[src/rtl/key_debounce_if.sv]
// rtl/key_debounce_if.sv - key bundle between the push-button pins and the debouncer
// Signals:
//   btn_in    raw asynchronous key inputs, 1 = pressed
//   btn_out   one-cycle press pulse per key
//   btn_level debounced level per key, 1 while the key is considered pressed
// Modports:
//   master    the board/pin side that drives btn_in and consumes the results
//   slave     the debouncer
interface key_debounce_if #(
  parameter int NUM_KEYS = 8
);
  logic [NUM_KEYS-1:0] btn_in;
  logic [NUM_KEYS-1:0] btn_out;
  logic [NUM_KEYS-1:0] btn_level;

  modport master (output btn_in, input btn_out, input btn_level);
  modport slave  (input btn_in, output btn_out, output btn_level);
endinterface

[src/rtl/key_debounce.sv]
// rtl/key_debounce.sv - synchronise, debounce and edge-detect NUM_KEYS push-buttons
// Purpose: each key passes a 2-flop synchroniser and an independent debounce FSM
//   (IDLE, PRESS_WAIT, PRESSED, RELEASE_WAIT). A key must read the same value for
//   DEBOUNCE_TICKS consecutive samples to change its debounced level; a clean press
//   produces one registered btn_out pulse.
// Ports:
//   clk_1kHz  in   sole clock, all state on its rising edge
//   rst_n     in   asynchronous active-low reset
//   keys      key_debounce_if.slave: btn_in (raw), btn_out (pulse), btn_level (level)
// Build option: define KEY_AUTOREPEAT_EN to emit extra pulses while a key is held
//   (first after REPEAT_DELAY ticks in PRESSED, then every REPEAT_PERIOD ticks).
module key_debounce #(
  parameter int NUM_KEYS       = 8,
  parameter int DEBOUNCE_TICKS = 20,
  parameter int REPEAT_DELAY   = 500,
  parameter int REPEAT_PERIOD  = 250
) (
  input  logic          clk_1kHz,
  input  logic          rst_n,
  key_debounce_if.slave keys
);

  localparam logic [7:0] CNT_LAST = 8'(DEBOUNCE_TICKS - 1);

  if (DEBOUNCE_TICKS < 2 || DEBOUNCE_TICKS > 255 || REPEAT_DELAY < 1 || REPEAT_PERIOD < 1)
    begin : g_bad_cfg
      $error("key_debounce: illegal parameter value");
    end

  typedef enum logic [1:0] {
    IDLE         = 2'd0,
    PRESS_WAIT   = 2'd1,
    PRESSED      = 2'd2,
    RELEASE_WAIT = 2'd3
  } state_t;

  logic [NUM_KEYS-1:0] sync1_q, sync1_d;
  logic [NUM_KEYS-1:0] sync2_q, sync2_d;
  logic [NUM_KEYS-1:0] btn_out_w;
  logic [NUM_KEYS-1:0] btn_level_w;

  always_comb begin
    sync1_d = keys.btn_in;
    sync2_d = sync1_q;
  end

  always_ff @(posedge clk_1kHz or negedge rst_n) begin
    if (!rst_n) begin
      sync1_q <= '0;
      sync2_q <= '0;
    end else begin
      sync1_q <= sync1_d;
      sync2_q <= sync2_d;
    end
  end

  for (genvar k = 0; k < NUM_KEYS; k++) begin : g_key
    state_t     state_q, state_d;
    logic [7:0] cnt_q, cnt_d;
    logic       out_q, out_d;
    logic       level_q, level_d;
    logic       s;

    assign s = sync2_q[k];

`ifdef KEY_AUTOREPEAT_EN
    localparam logic [9:0] REP_FIRST = 10'(REPEAT_DELAY);
    localparam logic [9:0] REP_NEXT  = 10'(REPEAT_PERIOD);
    logic [9:0] rep_q, rep_d, rep_inc;
    // rpt_q marks that the first repeat has fired, so later ones use REP_NEXT
    logic       rpt_q, rpt_d;
`endif

    always_comb begin
      state_d = state_q;
      cnt_d   = cnt_q;
      out_d   = 1'b0;
      case (state_q)
        IDLE: begin
          if (s) begin
            state_d = PRESS_WAIT;
            cnt_d   = 8'd1;
          end
        end
        PRESS_WAIT: begin
          if (!s) begin
            state_d = IDLE;
            cnt_d   = 8'd0;
          end else if (cnt_q == CNT_LAST) begin
            state_d = PRESSED;
            cnt_d   = 8'd0;
            out_d   = 1'b1;
          end else begin
            cnt_d = cnt_q + 8'd1;
          end
        end
        PRESSED: begin
          if (!s) begin
            state_d = RELEASE_WAIT;
            cnt_d   = 8'd1;
          end
        end
        RELEASE_WAIT: begin
          // Returning to PRESSED is a bounce on release: no new pulse
          if (s) begin
            state_d = PRESSED;
            cnt_d   = 8'd0;
          end else if (cnt_q == CNT_LAST) begin
            state_d = IDLE;
            cnt_d   = 8'd0;
          end else begin
            cnt_d = cnt_q + 8'd1;
          end
        end
        default: begin
          state_d = IDLE;
          cnt_d   = 8'd0;
        end
      endcase

`ifdef KEY_AUTOREPEAT_EN
      rep_d   = rep_q;
      rpt_d   = rpt_q;
      rep_inc = rep_q + 10'd1;
      // Only ticks that stay in PRESSED advance the counter; any other path
      // (entry, release bounce) restarts it from zero.
      if (state_q == PRESSED && s) begin
        if (rep_inc == (rpt_q ? REP_NEXT : REP_FIRST)) begin
          out_d = 1'b1;
          rep_d = 10'd0;
          rpt_d = 1'b1;
        end else begin
          rep_d = rep_inc;
        end
      end else begin
        rep_d = 10'd0;
        rpt_d = 1'b0;
      end
`endif

      level_d = (state_d == PRESSED) || (state_d == RELEASE_WAIT);
    end

    always_ff @(posedge clk_1kHz or negedge rst_n) begin
      if (!rst_n) begin
        state_q <= IDLE;
        cnt_q   <= 8'd0;
        out_q   <= 1'b0;
        level_q <= 1'b0;
`ifdef KEY_AUTOREPEAT_EN
        rep_q   <= 10'd0;
        rpt_q   <= 1'b0;
`endif
      end else begin
        state_q <= state_d;
        cnt_q   <= cnt_d;
        out_q   <= out_d;
        level_q <= level_d;
`ifdef KEY_AUTOREPEAT_EN
        rep_q   <= rep_d;
        rpt_q   <= rpt_d;
`endif
      end
    end

    assign btn_out_w[k]   = out_q;
    assign btn_level_w[k] = level_q;
  end

  assign keys.btn_out   = btn_out_w;
  assign keys.btn_level = btn_level_w;

endmodule
[src/flat_wrapper.sv]
// flat-port wrapper written by rule: the top's interface ports become plain ports
module key_debounce_flat 
#(
  parameter int NUM_KEYS       = 8,
  parameter int DEBOUNCE_TICKS = 20,
  parameter int REPEAT_DELAY   = 500,
  parameter int REPEAT_PERIOD  = 250
)
  (clk_1kHz, rst_n, keys_btn_in, keys_btn_out, keys_btn_level);
  key_debounce_if #(.NUM_KEYS(NUM_KEYS)) keys_i ();
  input  logic clk_1kHz;
  input  logic rst_n;
  input wire logic [$bits(keys_i.btn_in)-1:0] keys_btn_in;
  output wire logic [$bits(keys_i.btn_out)-1:0] keys_btn_out;
  output wire logic [$bits(keys_i.btn_level)-1:0] keys_btn_level;
  assign keys_i.btn_in = keys_btn_in;
  assign keys_btn_out = keys_i.btn_out;
  assign keys_btn_level = keys_i.btn_level;
  key_debounce #(.NUM_KEYS(NUM_KEYS), .DEBOUNCE_TICKS(DEBOUNCE_TICKS), .REPEAT_DELAY(REPEAT_DELAY), .REPEAT_PERIOD(REPEAT_PERIOD)) u_core (.clk_1kHz(clk_1kHz), .rst_n(rst_n), .keys(keys_i));
endmodule
[config.mk]
export PLATFORM = sky130hd
export DESIGN_NAME = key_debounce_flat
export DESIGN_NICKNAME = d
export VERILOG_FILES = /design/src/rtl/key_debounce_if.sv /design/src/rtl/key_debounce.sv /design/src/flat_wrapper.sv
export SDC_FILE = /design/constraint.sdc
export NUM_CORES = 1
export LEC_CHECK = 0
export BUFFER_PORTS_ARGS = -buffer_cell sky130_fd_sc_hd__buf_2
export CAP_MARGIN = 25
export CORE_MARGIN = 2
export CORE_UTILIZATION = 60
export DETAILED_ROUTE_END_ITERATION = 8
export HOLD_SLACK_MARGIN = 0.12
export PLACE_DENSITY = 0.8
export SYNTH_ARGS = -nofsm -noshare
export SYNTH_HDL_FRONTEND = slang
export SYNTH_SLANG_ARGS = --single-unit
[constraint.sdc]
create_clock -name clk_1kHz -period 2.8 [get_ports clk_1kHz]
set_clock_uncertainty 0.1 [all_clocks]
set_input_delay 0.42 -clock clk_1kHz [delete_from_list [all_inputs] [get_ports clk_1kHz]]
set_output_delay 0.42 -clock clk_1kHz [all_outputs]
set_load 0.02 [all_outputs]
==> After elaboration in Yosys (flattened, before gate mapping) <==
Cells that the tools add are included.
{ "totals": {"word_cells": 258, "register_bits": 112, "output_inout_bits": 16, "inputBits": 10} }
{ "classes": {"add_sub_neg": 8, "eq_ne": 64, "reduce_logical": 24, "n_mux": 128} }
{ "op_table": {"columns": ["cell", "count"], "rows": [
  ["$mux 8", 40],
  ["$pmux 8 s4", 8],
  ["$mux 2", 48],
  ["$add 8x1->8 const B", 8],
  ["$eq 2x2->1 const B", 32],
  ["$eq 8x5->1 const B", 8],
  ["$pmux 2 s4", 8],
  ["$mux 1", 24],
  ["$eq 2x1->1 const B", 8],
  ["$logic_not 2->1", 8],
  ["$ne 2x1->1 const B", 8],
  ["$ne 2x2->1 const B", 8],
  ["$reduce_and 2->1", 8],
  ["$logic_or 1x1->1", 8]
]} }

==> Longest topological paths before layout <==
{ "logic_depth": {"depth_word": 6, "depth_mapped": 6, "mapped_depth_nobuf": 5} }

==> Least setup slack after synthesis <==
No wires, ideal clock.
{ "synth_timing": {"kind": "flip-flop to flip-flop", "start": "register u_core.g_key[0].cnt_q[0]", "end": "register u_core.g_key[0].cnt_q[3]", "slack_ns": 0.751, "period_less_slack_ns": 2.049, "t_arrival_ns": 1.819, "stages_incl_launch_ff": 7, "setup_time_ns": 0.130, "path_cell_list": "dfrtp_1 ha_1 or4b_1 o311a_1 buf_6 a41oi_1 a31oi_1"} }
{ "synth_between": {"elab_chain_cells": 4, "word_cells_on_any_way": 6, "classes_between": "1 x add/sub; 1 x eq/ne; 4 x mux"} }
{ "synth_rtl": {"columns": ["element", "line_no", "source"], "rows": [
  ["from (decl)", "key_debounce.sv:59", "logic [7:0] cnt_q, cnt_d;"],
  ["from (signal assigned)", "key_debounce.sv:156", "cnt_q <= cnt_d;"],
  ["$add 8x1->8 or $eq 8x5->1 (tied branches)", null, null],
  ["$mux 8 (*)", "key_debounce.sv:89, key_debounce.sv:108", null],
  ["$mux 8 (on tied branches)", "key_debounce.sv:105, key_debounce.sv:86", null],
  ["$pmux 8 s4 (*)", "key_debounce.sv:78", "case (state_q)"]
]} }
Every way passes the cells marked *; elsewhere a longest branch is shown, timed or not.
A chain may end at the register's enable or synchronous reset.

==> Worst setup path in the final report <==
{ "layout_timing": {"start": "register u_core.g_key[0].cnt_q[0]", "end": "register u_core.g_key[0].cnt_q[6]"} }
The elaborated chain is that of the path after synthesis.

==> out/summary.log <==
qor: synth.synth_edf_count 0
qor: setup_path.critPathMaxFanout 12
qor: synth.warnings_synthesis 0
qor: clock_tree.tritoncts_clock_tree done
qor: placed_design.placement_stage_worst_setup_slack 0.561 ns
qor: sta.timing_worst_slew_pin_value 0.595 ns
qor: synth.dominantRegCellSynth sky130_fd_sc_hd__dfrtp_1
qor: sta.timing.setup.tns 0 ns
qor: drt.route.antenna.remaining_nets 0
qor: finish.drive_above_1_share 14.1%
qor: clock_tree.clkTransAtPathRegs 0.11 ns
qor: power_and_ir_drop.total_power 3.19 mW
qor: drt.drt-total-wl 9040 um
qor: setup_path.critPathMaxStageDelay 0.50 ns
qor: synth.postSynthNetCount 514
qor: grt.grt_overflow_total 0
qor: clock_tree.cts_buffer_depth 2
qor: setup_path.critical_path.n_buffers_inverters 0
qor: clock_tree.cts_max_level 3
qor: min_path.min-delay-path-class reg -> reg
qor: sta.grt_setup_unrepaired no
qor: finish.leading_cell_type_in_the_layout_fill_and_taps_excluded sky130_fd_sc_hd__dfrtp_1
qor: clock_tree.cts_setup_buffers 0
qor: sta.maxClockFrequency 0.439 GHz
qor: setup_path.timing.setup.critical_path_class reg -> reg
qor: power_and_ir_drop.vdd_ir_drop_max 0.000332 V
qor: drt.routed_wire_length_per_instance 14.3 um
qor: synth.postSynthAreaPerCell 10.6 um2
qor: synth.yosys_register_bits 112
qor: floorplanning.die_h 97.7 um
qor: grt.grt_pass1_wl 15900 um
qor: grt.antenna_found_initial 0
qor: setup_path.worst_setup_path_start_kind flop
qor: sta.final.period_utilization 81.4%
qor: placed_design.port_buffer_count 25
qor: placed_design.dp.final_hpwl 6240 um
qor: sta.timing_hold_violations_final 0
qor: setup_path.critical_path.reg2reg.startpoint u_core.g_key[0].cnt_q[0]
qor: power_and_ir_drop.cellLeakagePower 2.61 nW
qor: sta.timing.slew.headroom 59.8%
qor: sta.finalSetupViolCount 0
qor: synth.synth_seq_area_share 53.3%
qor: clock_tree.insertion_delay 0.37 ns
qor: run.drv_cap 0
qor: run_status.outcome finished clean
qor: drt.drt_first_iter_violations 222
qor: synth.postSynthCellCount 496
qor: finish.syn_to_final_growth 8.16%
qor: drt.drt-vias-per-instance 6.03
qor: sta.fin_ws 0.520 ns
qor: grt.grt_max_degree 53
qor: min_path.min-delay-start u_core.sync1_q[1]
qor: setup_path.crit_start u_core.g_key[0].cnt_q[0]
qor: power_and_ir_drop.pwr_density_cell 561 nW/um2
qor: setup_path.arrival_time_reported_for_the_critical_path_endpoint 2.45 ns
qor: drt.drt_pre_antenna_iters 4
qor: placed_design.gp_congestion 0.884
qor: setup_path.worst_path_required 2.97 ns
qor: finish.stdcell_area 5690 um2
qor: finish.layout.cells.most_common_list sky130_fd_sc_hd__dfrtp_1 (112), sky130_fd_sc_hd__nand2_1 (52), sky130_fd_sc_hd__nand3_1 (40), sky130_fd_sc_hd__a31oi_1 (35), sky130_fd_sc_hd__buf_2 (25)
qor: sta.slew_viol_final 0
qor: clock_tree.clock-root-buffer sky130_fd_sc_hd__clkbuf_8
qor: floorplanning.initial_core_util 61.2%
qor: setup_path.path_cells ha_1 -> or4b_1 -> o311a_1 -> a21o_2 -> a22o_1
qor: sta.fin_worst_hold_slack 0.261 ns
qor: clock_tree.cts_buffers 9
qor: grt.vias_in_the_first_global_route 3707
qor: finish.antenna-diode-count 0
qor: floorplanning.io_pins 26
qor: finish.fillerInstances 637
qor: drt.drt_drc_violations_left 0
qor: finish.finish.net_count 536
qor: clock_tree.cts_num_sinks 112
qor: setup_path.critical-path-slowest-cell sky130_fd_sc_hd__o311a_1
qor: floorplanning.floorplan.die.width 97.7 um
qor: floorplanning.fp.coreArea 8590 um2
qor: setup_path.endpoint_kind flop
qor: sta.period_needed 2.28 ns
qor: setup_path.critical-path-top-delay-family compound AO/OA/AOI/OAI gates
qor: drt.vias 3805
qor: floorplanning.die_area 9540 um2
qor: synth.yosys_cell_types 40
qor: synth.synth_area 5260 um2
qor: placed_design.placement.cell_area 5410 um2
qor: floorplanning.num_rows 34
qor: grt.grtUsageTotal 20.2%
qor: synth.async_s_r_ff_share_synth 100%
[stage by stage]
stage	instances	utilization, %
after floorplan	496	-
after detailed placement	606	62.9
after global placement	605	62.9
final	631	66.2
after CTS	631	66.2
after global routing	631	66.2
[final cells by class]
cell class / instances / area [um2] / area share, %
timing repair buffer: 43 / 295 / 5.19
sequential: 112 / 2800 / 49.2
clock inverter: 7 / 71.3 / 1.25
clock buffer: 9 / 124 / 2.18
tap: 108 / 135 / 2.37
multi-input combinational: 342 / 2230 / 39.1
inverter: 10 / 37.5 / 0.659
[power by group]
group          switching [mW]  internal (mW)
combinational           0.174          0.154
clock                   0.584          0.351
sequential              0.196           1.73
total                   0.954           2.24
[per-layer routing]
layer / up-vias / GRT usage (%) / part of all wire [%] / wire, um
met5: - / 0 / 0 / 0
met4: 0 / 8.33 / 1.4 / 129
met3: 12 / 4.68 / 3.4 / 308
met2: 76 / 33.7 / 50 / 4520
met1: 1866 / 25.5 / 45 / 4080
li1: 1851 / - / - / -
[repair_timing]
item	in CTS	in global routing
hold buffers	9	0
endpoints found under the hold margin	45	0
endpoints found under the setup margin	0	0
gates resized for setup	0	0
[Yosys cell counts (2+ instances only)]
library cell,count,area [um2]
sky130_fd_sc_hd__o21ai_0,10,50.1
sky130_fd_sc_hd__nand2b_1,9,56.3
sky130_fd_sc_hd__nor2_1,23,86.3
sky130_fd_sc_hd__a31oi_1,35,219
sky130_fd_sc_hd__a21o_1,3,22.5
sky130_fd_sc_hd__a21oi_1,23,115
sky130_fd_sc_hd__buf_4,16,120
sky130_fd_sc_hd__inv_1,10,37.5
sky130_fd_sc_hd__a22o_1,17,149
sky130_fd_sc_hd__xor2_1,5,43.8
sky130_fd_sc_hd__a41oi_1,6,52.6
sky130_fd_sc_hd__dfrtp_1,112,2800
sky130_fd_sc_hd__nand2_1,52,195
sky130_fd_sc_hd__buf_2,7,35.0
sky130_fd_sc_hd__o21a_1,2,15.0
sky130_fd_sc_hd__nand3_1,40,200
sky130_fd_sc_hd__nand4_1,5,31.3
sky130_fd_sc_hd__and4_1,5,43.8
sky130_fd_sc_hd__and2_1,4,25.0
sky130_fd_sc_hd__and3_1,16,100
sky130_fd_sc_hd__nor4b_1,8,70.1
sky130_fd_sc_hd__a211oi_1,6,45.0
sky130_fd_sc_hd__mux2i_1,5,50.1
sky130_fd_sc_hd__mux2_2,18,203
sky130_fd_sc_hd__nor3b_1,13,97.6
sky130_fd_sc_hd__a311oi_1,2,17.5
sky130_fd_sc_hd__clkbuf_1,8,30.0
sky130_fd_sc_hd__xnor2_1,14,123
sky130_fd_sc_hd__or3b_2,4,35.0
sky130_fd_sc_hd__ha_1,8,100
[registers in the layout (all words and copies together), names as in the netlist]
register,flops
u_core.g_key.cnt_q,64
u_core.g_key.state_q,16
u_core.g_key.level_q,8
u_core.g_key.out_q,8
u_core.sync1_q,8
u_core.sync2_q,8
[final timing paths]
| path | end | slack [ns] | cells past startpoint |
|---|---|---|---|
| max in group asynchronous | u_core.g_key[1].cnt_q[7] | 1.47 | 3 |
| setup / recovery | u_core.g_key[0].cnt_q[6] | 0.52 | 5 |
| hold / removal | u_core.sync2_q[1] | 0.26 | 0 |
| min in group asynchronous | u_core.g_key[1].out_q | 0.45 | 2 |
| hold reg to reg | u_core.sync2_q[1] | 0.26 | 0 |
| setup reg to reg | u_core.g_key[0].cnt_q[6] | 0.52 | 5 |
[kinds of logic (layout without fill, tap and decap cells)]
kind of cell	after synthesis	after routing	share of synthesized area [%]
buf+inv	42	69	4.45
compound gates	109	109	13.9
fa+ha+maj	8	8	1.90
xor+xnor	19	19	3.16
flops	112	112	53.3
mux	23	23	4.80
simple gates	183	183	18.5
Power figures use the tool's default switching activity.
